==> src/rtl/rsp_s2_prep_ahbic_pkg.sv <==
// Shared encodings and helpers for the AHB interconnect decoder and its default slave.
package rsp_s2_prep_ahbic_pkg;

    localparam int PORT_W = 4;
    localparam int MAX_MI = 8;

    typedef enum logic [1:0] {
        HTRANS_IDLE   = 2'b00,
        HTRANS_BUSY   = 2'b01,
        HTRANS_NONSEQ = 2'b10,
        HTRANS_SEQ    = 2'b11
    } htrans_e;

    typedef enum logic [1:0] {
        HRESP_OKAY  = 2'b00,
        HRESP_ERROR = 2'b01
    } hresp_e;

    typedef enum logic [1:0] {
        D_IDLE = 2'd0,
        D_ERR1 = 2'd1,
        D_ERR2 = 2'd2
    } dflt_state_e;

    // The default slave sits one index past the last real output port.
    function automatic logic [PORT_W-1:0] dflt_port(input int num_mi);
        return PORT_W'(num_mi);
    endfunction

endpackage

==> src/rtl/rsp_s2_prep_ahbic_dflt_err.sv <==
// Default slave: two-cycle ERROR response for unmapped transfers, plus
// capture of the offending address and a saturating error count.
//
// state  | meaning
// D_IDLE | no error pending, zero-wait OKAY
// D_ERR1 | first ERROR cycle, HREADYOUT low
// D_ERR2 | second ERROR cycle, HREADYOUT high
module rsp_s2_prep_ahbic_dflt_err
    import rsp_s2_prep_ahbic_pkg::*;
#(
    parameter int ERR_CNT_W = 8
) (
    input  logic                 HCLK,
    input  logic                 HRESETn,
    input  logic                 xfer_i,
    input  logic                 err_clr_i,
    input  logic [31:10]         addr_i,
    output logic                 hreadyout_o,
    output logic [1:0]           hresp_o,
    output logic [31:10]         err_addr_o,
    output logic [ERR_CNT_W-1:0] err_cnt_o
);

    dflt_state_e state_q, state_d;
    logic [31:10] err_addr_q, err_addr_d;
    logic [ERR_CNT_W-1:0] err_cnt_q, err_cnt_d;
    logic enter_err1;

    always_ff @(posedge HCLK or negedge HRESETn) begin
        if (!HRESETn) begin
            state_q <= D_IDLE;
        end else begin
            state_q <= state_d;
        end
    end

    always_comb begin
        state_d = state_q;
        case (state_q)
            D_IDLE:  if (xfer_i) state_d = D_ERR1;
            D_ERR1:  state_d = D_ERR2;
            D_ERR2:  state_d = xfer_i ? D_ERR1 : D_IDLE;
            default: state_d = D_IDLE;
        endcase
    end

    always_comb begin
        hreadyout_o = 1'b1;
        hresp_o     = HRESP_OKAY;
        case (state_q)
            D_ERR1: begin
                hreadyout_o = 1'b0;
                hresp_o     = HRESP_ERROR;
            end
            D_ERR2:  hresp_o = HRESP_ERROR;
            default: ;
        endcase
    end

    // D_ERR1 always exits to D_ERR2, so a next state of D_ERR1 is always an entry.
    assign enter_err1 = (state_d == D_ERR1);

    always_comb begin
        err_addr_d = enter_err1 ? addr_i : err_addr_q;
        err_cnt_d  = err_cnt_q;
        if (err_clr_i) begin
            err_cnt_d = enter_err1 ? ERR_CNT_W'(1) : '0;
        end else if (enter_err1 && (err_cnt_q != '1)) begin
            err_cnt_d = err_cnt_q + ERR_CNT_W'(1);
        end
    end

    always_ff @(posedge HCLK or negedge HRESETn) begin
        if (!HRESETn) begin
            err_addr_q <= '0;
            err_cnt_q  <= '0;
        end else begin
            err_addr_q <= err_addr_d;
            err_cnt_q  <= err_cnt_d;
        end
    end

    assign err_addr_o = err_addr_q;
    assign err_cnt_o  = err_cnt_q;

endmodule

==> src/rtl/rsp_s2_prep_ahbic_decp.sv <==
// AHB address decoder and response mux: one-hot select in the address phase,
// registered data-phase port steering the response mux, and a default slave.
module rsp_s2_prep_ahbic_decp
    import rsp_s2_prep_ahbic_pkg::*;
#(
    parameter int                   NUM_MI      = 3,
    parameter logic [22*NUM_MI-1:0] REGION_BASE = {22'h080000, 22'h040000, 22'h000000},
    parameter logic [22*NUM_MI-1:0] REGION_MASK = {3{22'h3C0000}},
    parameter int                   ERR_CNT_W   = 8
) (
    input  logic                   HCLK,
    input  logic                   HRESETn,
    input  logic                   HREADYS,
    input  logic                   sel_dec,
    input  logic [31:10]           decode_addr_dec,
    input  logic [1:0]             trans_dec,
    input  logic [NUM_MI-1:0]      active_mi,
    input  logic [NUM_MI-1:0]      readyout_mi,
    input  logic [2*NUM_MI-1:0]    resp_mi,
    input  logic [32*NUM_MI-1:0]   rdata_mi,
    output logic [NUM_MI-1:0]      sel_mi,
    output logic                   active_dec,
    output logic                   HREADYOUTS,
    output logic [1:0]             HRESPS,
    output logic [31:0]            HRDATAS,
    input  logic                   err_clr,
    output logic [31:10]           err_addr,
    output logic [ERR_CNT_W-1:0]   err_cnt
);

    if (NUM_MI < 1 || NUM_MI > MAX_MI) begin : g_bad_num_mi
        $fatal(1, "rsp_s2_prep_ahbic_decp: NUM_MI must be 1..8");
    end

    localparam logic [PORT_W-1:0] DFLT = dflt_port(NUM_MI);

    logic [PORT_W-1:0] dec_port, addr_port;
    logic [PORT_W-1:0] data_port_q, data_port_d;
    logic              dflt_xfer, dflt_ready;
    logic [1:0]        dflt_resp;

    // Scan high to low so the lowest matching region is the one that sticks.
    always_comb begin
        dec_port = DFLT;
        for (int i = NUM_MI - 1; i >= 0; i--) begin
            if ((decode_addr_dec & REGION_MASK[22*i +: 22]) ==
                (REGION_BASE[22*i +: 22] & REGION_MASK[22*i +: 22])) begin
                dec_port = PORT_W'(i);
            end
        end
    end

    assign addr_port = (trans_dec == HTRANS_IDLE) ? data_port_q : dec_port;

    always_comb begin
        sel_mi     = '0;
        active_dec = 1'b1;
        for (int i = 0; i < NUM_MI; i++) begin
            if (addr_port == PORT_W'(i)) begin
                sel_mi[i]  = sel_dec;
                active_dec = active_mi[i];
            end
        end
    end

    assign data_port_d = HREADYS ? addr_port : data_port_q;

    always_ff @(posedge HCLK or negedge HRESETn) begin
        if (!HRESETn) begin
            data_port_q <= '0;
        end else begin
            data_port_q <= data_port_d;
        end
    end

    always_comb begin
        HREADYOUTS = dflt_ready;
        HRESPS     = dflt_resp;
        HRDATAS    = '0;
        for (int i = 0; i < NUM_MI; i++) begin
            if (data_port_q == PORT_W'(i)) begin
                HREADYOUTS = readyout_mi[i];
                HRESPS     = resp_mi[2*i +: 2];
                HRDATAS    = rdata_mi[32*i +: 32];
            end
        end
    end

    assign dflt_xfer = sel_dec & HREADYS & trans_dec[1] & (addr_port == DFLT);

    rsp_s2_prep_ahbic_dflt_err #(
        .ERR_CNT_W (ERR_CNT_W)
    ) u_dflt_err (
        .HCLK        (HCLK),
        .HRESETn     (HRESETn),
        .xfer_i      (dflt_xfer),
        .err_clr_i   (err_clr),
        .addr_i      (decode_addr_dec),
        .hreadyout_o (dflt_ready),
        .hresp_o     (dflt_resp),
        .err_addr_o  (err_addr),
        .err_cnt_o   (err_cnt)
    );

endmodule

==> config.mk <==
export PLATFORM = sky130hd
export DESIGN_NAME = rsp_s2_prep_ahbic_decp
export DESIGN_NICKNAME = d
export VERILOG_FILES = /design/src/rtl/rsp_s2_prep_ahbic_pkg.sv /design/src/rtl/rsp_s2_prep_ahbic_dflt_err.sv /design/src/rtl/rsp_s2_prep_ahbic_decp.sv
export SDC_FILE = /design/constraint.sdc
export NUM_CORES = 1
export LEC_CHECK = 0
export BUFFER_PORTS_ARGS = -buffer_cell sky130_fd_sc_hd__buf_2
export CORE_MARGIN = 2
export CORE_UTILIZATION = 40
export CTS_BUF_LIST = sky130_fd_sc_hd__clkbuf_16
export DETAILED_ROUTE_END_ITERATION = 10
export PLACE_DENSITY_LB_ADDON = 0.25
export SYNTH_ARGS = -nofsm -noshare
export SYNTH_HDL_FRONTEND = slang
export SYNTH_HIERARCHICAL = 1
export SYNTH_SLANG_ARGS = --single-unit
==> constraint.sdc <==
create_clock -name HCLK -period 2.8 [get_ports HCLK]
set_input_delay 0.14 -clock HCLK [delete_from_list [all_inputs] [get_ports HCLK]]
set_output_delay 0.14 -clock HCLK [all_outputs]
set_load 0.02 [all_outputs]
# Yosys cells after proc, flatten, opt, wreduce, memory -nomap -nowiden
# Cells that the tools add are included.
# Widths: inputs -> output; s select.
[word_totals]
in_bits = 137
reg_bits = 36
out_inout_bits = 69
elab_cells = 54
[classes]
n_eq_ne = 11
bitwise = 3
reduce_logical = 8
mux = 27
add_sub_neg = 1
[op_table]
columns = ["op", "count"]
rows = [
  ["$mux 32", 3],
  ["$logic_not 22->1", 1],
  ["$eq 4x2->1 const B", 4],
  ["$mux 8", 2],
  ["$mux 1", 14],
  ["$eq 4x1->1 const B", 3],
  ["$mux 2", 6],
  ["$add 8x1->8 const B", 1],
  ["$logic_not 4->1", 2],
  ["$ne 8x8->1 const B", 1],
  ["$pmux 2 s3", 1],
  ["$eq 2x1->1 const B", 2],
  ["$logic_not 2->1", 2],
  ["$mux 4", 1],
  ["$and 1x1->1", 3],
  ["$eq 2x2->1 const B", 1],
  ["$reduce_bool 2->1", 1],
  ["$reduce_or 2->1", 1],
  ["$logic_and 1x1->1", 1],
]

# Depth between registers and ports, before layout
[depth]
word_depth = 13
ltp_mapped = 10
depth_no_buf = 7

# Modules after synthesis
# Netlist, hierarchy kept.
[modules_own_cells]
columns = ["module", "instances", "seq_area_each_um2", "area_each_um2", "cells_per_inst"]
rows = [
  ["rsp_s2_prep_ahbic_dflt_err", 1, 800.8, 1435.1, 158],
  ["rsp_s2_prep_ahbic_decp", 1, 100.1, 1103.6, 196],
]

# Worst setup path before layout
# Ideal clock, no wire load.
[synth_timing]
path_type = "reg2reg"
startpoint = "register data_port_q[1]"
endpoint = "register u_dflt_err.err_cnt_q[5], in the netlist u_dflt_err/err_cnt_o[5]"
path_stages_with_launch = 9
setup_time_ns = 0.078
t_required_ns = 2.722
n_path_buf = 1
slack_ns = 0.692
arrival_ns = 2.030
period_less_slack_ns = 2.108
path_cell_list = "dfrtp_1 -> buf_2 -> nor3_1 -> a21o_1 -> nor3_1 -> o21ai_2 -> a211o_1 -> or4_1 -> a21oi_1"
[synth_between]
elab_chain_cells = 8
word_cells_on_any_way = 9
cone_classes = "eq/ne: 2; mux: 4; bitwise: 1; reduce/logical: 2"
[synth_rtl]
columns = ["element", "line_no", "source"]
rows = [
  ["start: declaration", "rsp_s2_prep_ahbic_decp.sv:38", "logic [PORT_W-1:0] data_port_q, data_port_d;"],
  ["start signal: assignment", "rsp_s2_prep_ahbic_decp.sv:72", "data_port_q <= data_port_d;"],
  ["$mux 4 (*)", "rsp_s2_prep_ahbic_decp.sv:53", "assign addr_port = (trans_dec == HTRANS_IDLE) ? data_port_q : dec_port;"],
  ["$eq 4x2->1 (*)", "rsp_s2_prep_ahbic_decp.sv:89", "assign dflt_xfer = sel_dec & HREADYS & trans_dec[1] & (addr_port == DFLT);"],
  ["$and 1x1->1 (*)", "rsp_s2_prep_ahbic_decp.sv:89", ""],
  ["named net dflt_xfer", "rsp_s2_prep_ahbic_decp.sv:39", "logic dflt_xfer, dflt_ready;"],
  ["$mux 1 / $mux 2 (equally long branches)", "rsp_s2_prep_ahbic_dflt_err.sv:42, rsp_s2_prep_ahbic_dflt_err.sv:40", ""],
  ["$pmux 2 s3 (*)", "rsp_s2_prep_ahbic_dflt_err.sv:39", "case (state_q)"],
  ["$eq 2x1->1 (*)", "rsp_s2_prep_ahbic_dflt_err.sv:61", "assign enter_err1 = (state_d == D_ERR1);"],
  ["$logic_and 1x1->1 (*)", "rsp_s2_prep_ahbic_dflt_err.sv:68", "end else if (enter_err1 && (err_cnt_q != '1)) begin"],
  ["$reduce_bool 2->1 (no line) (*)", "--", ""],
  ["end signal: assignment", "rsp_s2_prep_ahbic_dflt_err.sv:79", "err_cnt_q <= err_cnt_d;"],
  ["end: declaration", "rsp_s2_prep_ahbic_dflt_err.sv:26", "logic [ERR_CNT_W-1:0] err_cnt_q, err_cnt_d;"],
]
# Mark *: on every way through the listed nets, which the timed path passes. The rest lies on a longest branch.
# A chain may end at the register's enable or synchronous reset.

# Worst setup path in the final report
# Same ends and word-level chain as after synthesis.

==> flow_metrics.env <==
export IMPL_finalCriticalPeriod_ns=2.30
export IMPL_drt_iter0_markers=107
export IMPL_synthFlopType="dfrtp_1"
export IMPL_worst_pin_slew_ns=0.798
export IMPL_synth_edf_count=0
export IMPL_clk_insertion_delay_late_ns=0.28
export IMPL_totalNegativeSetupSlack_ns=0
export IMPL_grt_usage_pct=23.6
export IMPL_dpl_hpwl_um=6420
export IMPL_reg2reg_depth=7
export IMPL_cts_sinks=36
export IMPL_fin_util_pct=59.5
export IMPL_drtPass1Iterations=4
export IMPL_cts_path_max_buffers=2
export IMPL_area_growth_synth_to_final_pct=46.3
export IMPL_start_util_pct=40.7
export IMPL_max_slew_margin_pct=46.8
export IMPL_internal_power_mw=1.51
export IMPL_hp_class="input port to flop"
export IMPL_avgSynthCellArea_sq_um=7.17
export IMPL_path_class="flop to flop"
export IMPL_whs_ns=0.0476
export IMPL_timing_rr_start="data_port_q[1]"
export IMPL_dieArea_sq_um=7000
export IMPL_finalCritPeriodShare_pct=82.2
export IMPL_grt_pass1_wl_um=13800
export IMPL_pwr_share_clk_pct=19.8
export IMPL_cts_root_buf="clkbuf_16"
export IMPL_final_antenna_net_count=0
export IMPL_power_per_cell_area_nw_per_um2=733
export IMPL_row_count=29
export IMPL_grt_max_degree=37
export IMPL_diodes=0
export IMPL_overflow=0
export IMPL_grt_pass1_vias=2965
export IMPL_cts_max_level=2
export IMPL_leakage_nw=2.02
export IMPL_syn_cell_area_sq_um=2540
export IMPL_yosys_cell_types_count=45
export IMPL_critPathCaptureType="flop"
export IMPL_seq_power_share_pct=29.9
export IMPL_max_cap_violations=0
export IMPL_clk_pin_slew_ns=0.06
export IMPL_ys_ff_latch=36
export IMPL_yosys_warnings=6
export IMPL_cts_tree="built"
export IMPL_syn_nets=497
export IMPL_cts_resized=0
export IMPL_numCtsBuffers=5
export IMPL_rsz0062_at_grt="false"
export IMPL_syn_inst=354
export IMPL_r2r_setup_slack_ns=0.50
export IMPL_antenna_found_initial=0
export IMPL_p_comb_share_pct=50.4
export IMPL_vdd_drop_max_uv=577
export IMPL_cp_max_fo=12
export IMPL_die_h_um=83.7
export IMPL_pin_count=206
export IMPL_hp_start="decode_addr_dec[18]"
export IMPL_p_sw_share_pct=44.6
export IMPL_holdPathStages=3
export IMPL_fmax_ghz=0.435
export IMPL_vias=3187
export IMPL_core_area_sq_um=6240
export IMPL_r2r_end="u_dflt_err/err_cnt_o[5]"
export IMPL_place_gp_congestion=0.883
export IMPL_finalNetCount=693
export IMPL_fin_skew_ns=0.00349
export IMPL_drc=0
export IMPL_outcome="completed"
export IMPL_wl_per_cell_um=13.4
export IMPL_min_to="u_dflt_err/err_addr_o[18]"
export IMPL_critPathArrivalTime_ns=2.50
export IMPL_p_sw_mw=1.22
export IMPL_slew_viol_final=0
export IMPL_via_per_inst=5.07
export IMPL_synthArstFlopShare_pct=100
export IMPL_fill_cells=595
export IMPL_finalHoldViolCount=0
export IMPL_setup_violations=0
export IMPL_fp_dieW_um=83.7
export IMPL_crit_required_ns=3.00
export IMPL_wirelength_um=8440
export IMPL_drive_above_1_share_pct=42.1
export IMPL_port_buffers=205
export IMPL_critPathLaunchType="flop"
export IMPL_ys_seq_area_share_pct=35.5
how the worst max path moves through the flow:
stage          cells after the start      startpoint                      end  slack [ns]
2_1_floorplan                      8  data_port_q[1]  u_dflt_err/err_cnt_o[5]        0.69
3_3_place_gp                       8    trans_dec[1]  u_dflt_err/err_cnt_o[5]        0.43
3_5_place_dp                       8    trans_dec[1]  u_dflt_err/err_cnt_o[5]        0.35
4_1_cts                            7  data_port_q[1]  u_dflt_err/err_cnt_o[5]        0.53
5_1_grt                            7  data_port_q[1]  u_dflt_err/err_cnt_o[5]        0.38
6_report                           7  data_port_q[1]  u_dflt_err/err_cnt_o[5]        0.50
cells in the mapped netlist (all sizes together), types with 2 or more instances:
| master | number | area share (%) |
|---|---|---|
| a211oi | 3 | 1.1 |
| a21oi | 39 | 8.7 |
| a31oi | 3 | 0.74 |
| and2 | 5 | 1.2 |
| buf | 10 | 4.2 |
| clkbuf | 13 | 2.0 |
| dfrtp | 36 | 35 |
| ha | 6 | 3.0 |
| inv | 3 | 0.44 |
| mux2i | 3 | 1.2 |
| nand2 | 114 | 17 |
| nand2b | 2 | 0.49 |
| nand3 | 4 | 0.79 |
| nand4 | 2 | 0.49 |
| nor2 | 36 | 5.3 |
| nor2b | 2 | 0.49 |
| nor3 | 13 | 3.6 |
| nor4 | 2 | 0.49 |
| o21ai | 43 | 8.6 |
| or4 | 2 | 0.59 |
worst max-delay path, cell delays in order (launching register included):
cell	delay, ns
dfrtp_1	0.37
nor3_1	0.06
a21o_1	0.21
nor3_1	0.31
o21ai_2	0.14
a211o_1	0.45
or4_1	0.54
a21oi_1	0.15
kinds of logic (layout without fill, tap and decap cells):
group | Yosys count | in the layout | share of synthesized area (%)
and+or+nand+nor | 189 | 189 | 32.6
AOI/OAI and AO/OA | 93 | 93 | 20.9
DFF | 36 | 36 | 35.5
buffers and inverters | 26 | 223 | 6.65
adders and majority gates | 6 | 6 | 2.96
muxes | 3 | 3 | 1.18
other | 1 | 1 | 0.148
flip-flops by register name, summed over array words and instances (netlist names):
name                   count
u_dflt_err/err_addr_o     22
u_dflt_err/err_cnt_o       8
data_port_q                4
u_dflt_err/state_q         2
metal layers:
layer	vias to the layer above	part of all wire, %	track usage (%)
met5	-	0	0
met4	0	2.8	9.53
met3	23	7.6	4.15
met2	155	48	39.9
met1	1428	41	29.8
li1	1581	-	-
power by group through the flow:
stage,logic [mW],registers [mW],clock network [mW]
after global placement,1.35,0.806,0
after floorplan,0.697,1.00,0
after global routing,1.51,0.834,0.575
final,1.37,0.813,0.538
after CTS,1.38,0.812,0.547
after detailed placement,1.37,0.813,0
what timing repair did:
action                                  4_1_cts  5_1_grt
endpoints found under the setup margin        0        0
endpoints found under the hold margin        36        0
setup buffers                                 0        0
hold buffers                                  1        0
cell usage in the layout, fill, tap and decap left out, types with 5 or more instances in the layout:
cell type / count
nand2_1: 114
a21oi_1: 32
buf_4: 5
a21oi_2: 7
nor3_1: 10
o21ai_1: 5
buf_2: 205
nor2_1: 36
clkbuf_16: 5
ha_1: 6
o21ai_0: 37
dfrtp_1: 36
per-stage QoR:
| stage | std cells | worst slack, ns | power (mW) | instance area (sq um) |
|---|---|---|---|---|
| 2_1_floorplan | 354 | 0.692 | 1.70 | 2540 |
| 3_3_place_gp | 619 | 0.431 | 2.15 | 3560 |
| 3_5_place_dp | 619 | 0.353 | 2.19 | 3560 |
| 4_1_cts | 628 | 0.527 | 2.74 | 3710 |
| 5_1_grt | 628 | 0.375 | 2.92 | 3710 |
| 6_report | 628 | 0.499 | 2.72 | 3710 |
final cells by class:
cell class	count	area (sq um)	share of cell area, %
clock buffer	5	125	3.37
timing repair buffer	212	1090	29.4
sequential	36	901	24.3
inverter	3	11.3	0.303
multi-input combinational	292	1470	39.5
clock inverter	3	18.8	0.505
tap	77	96.3	2.59
(Power assumes the default switching activity.)
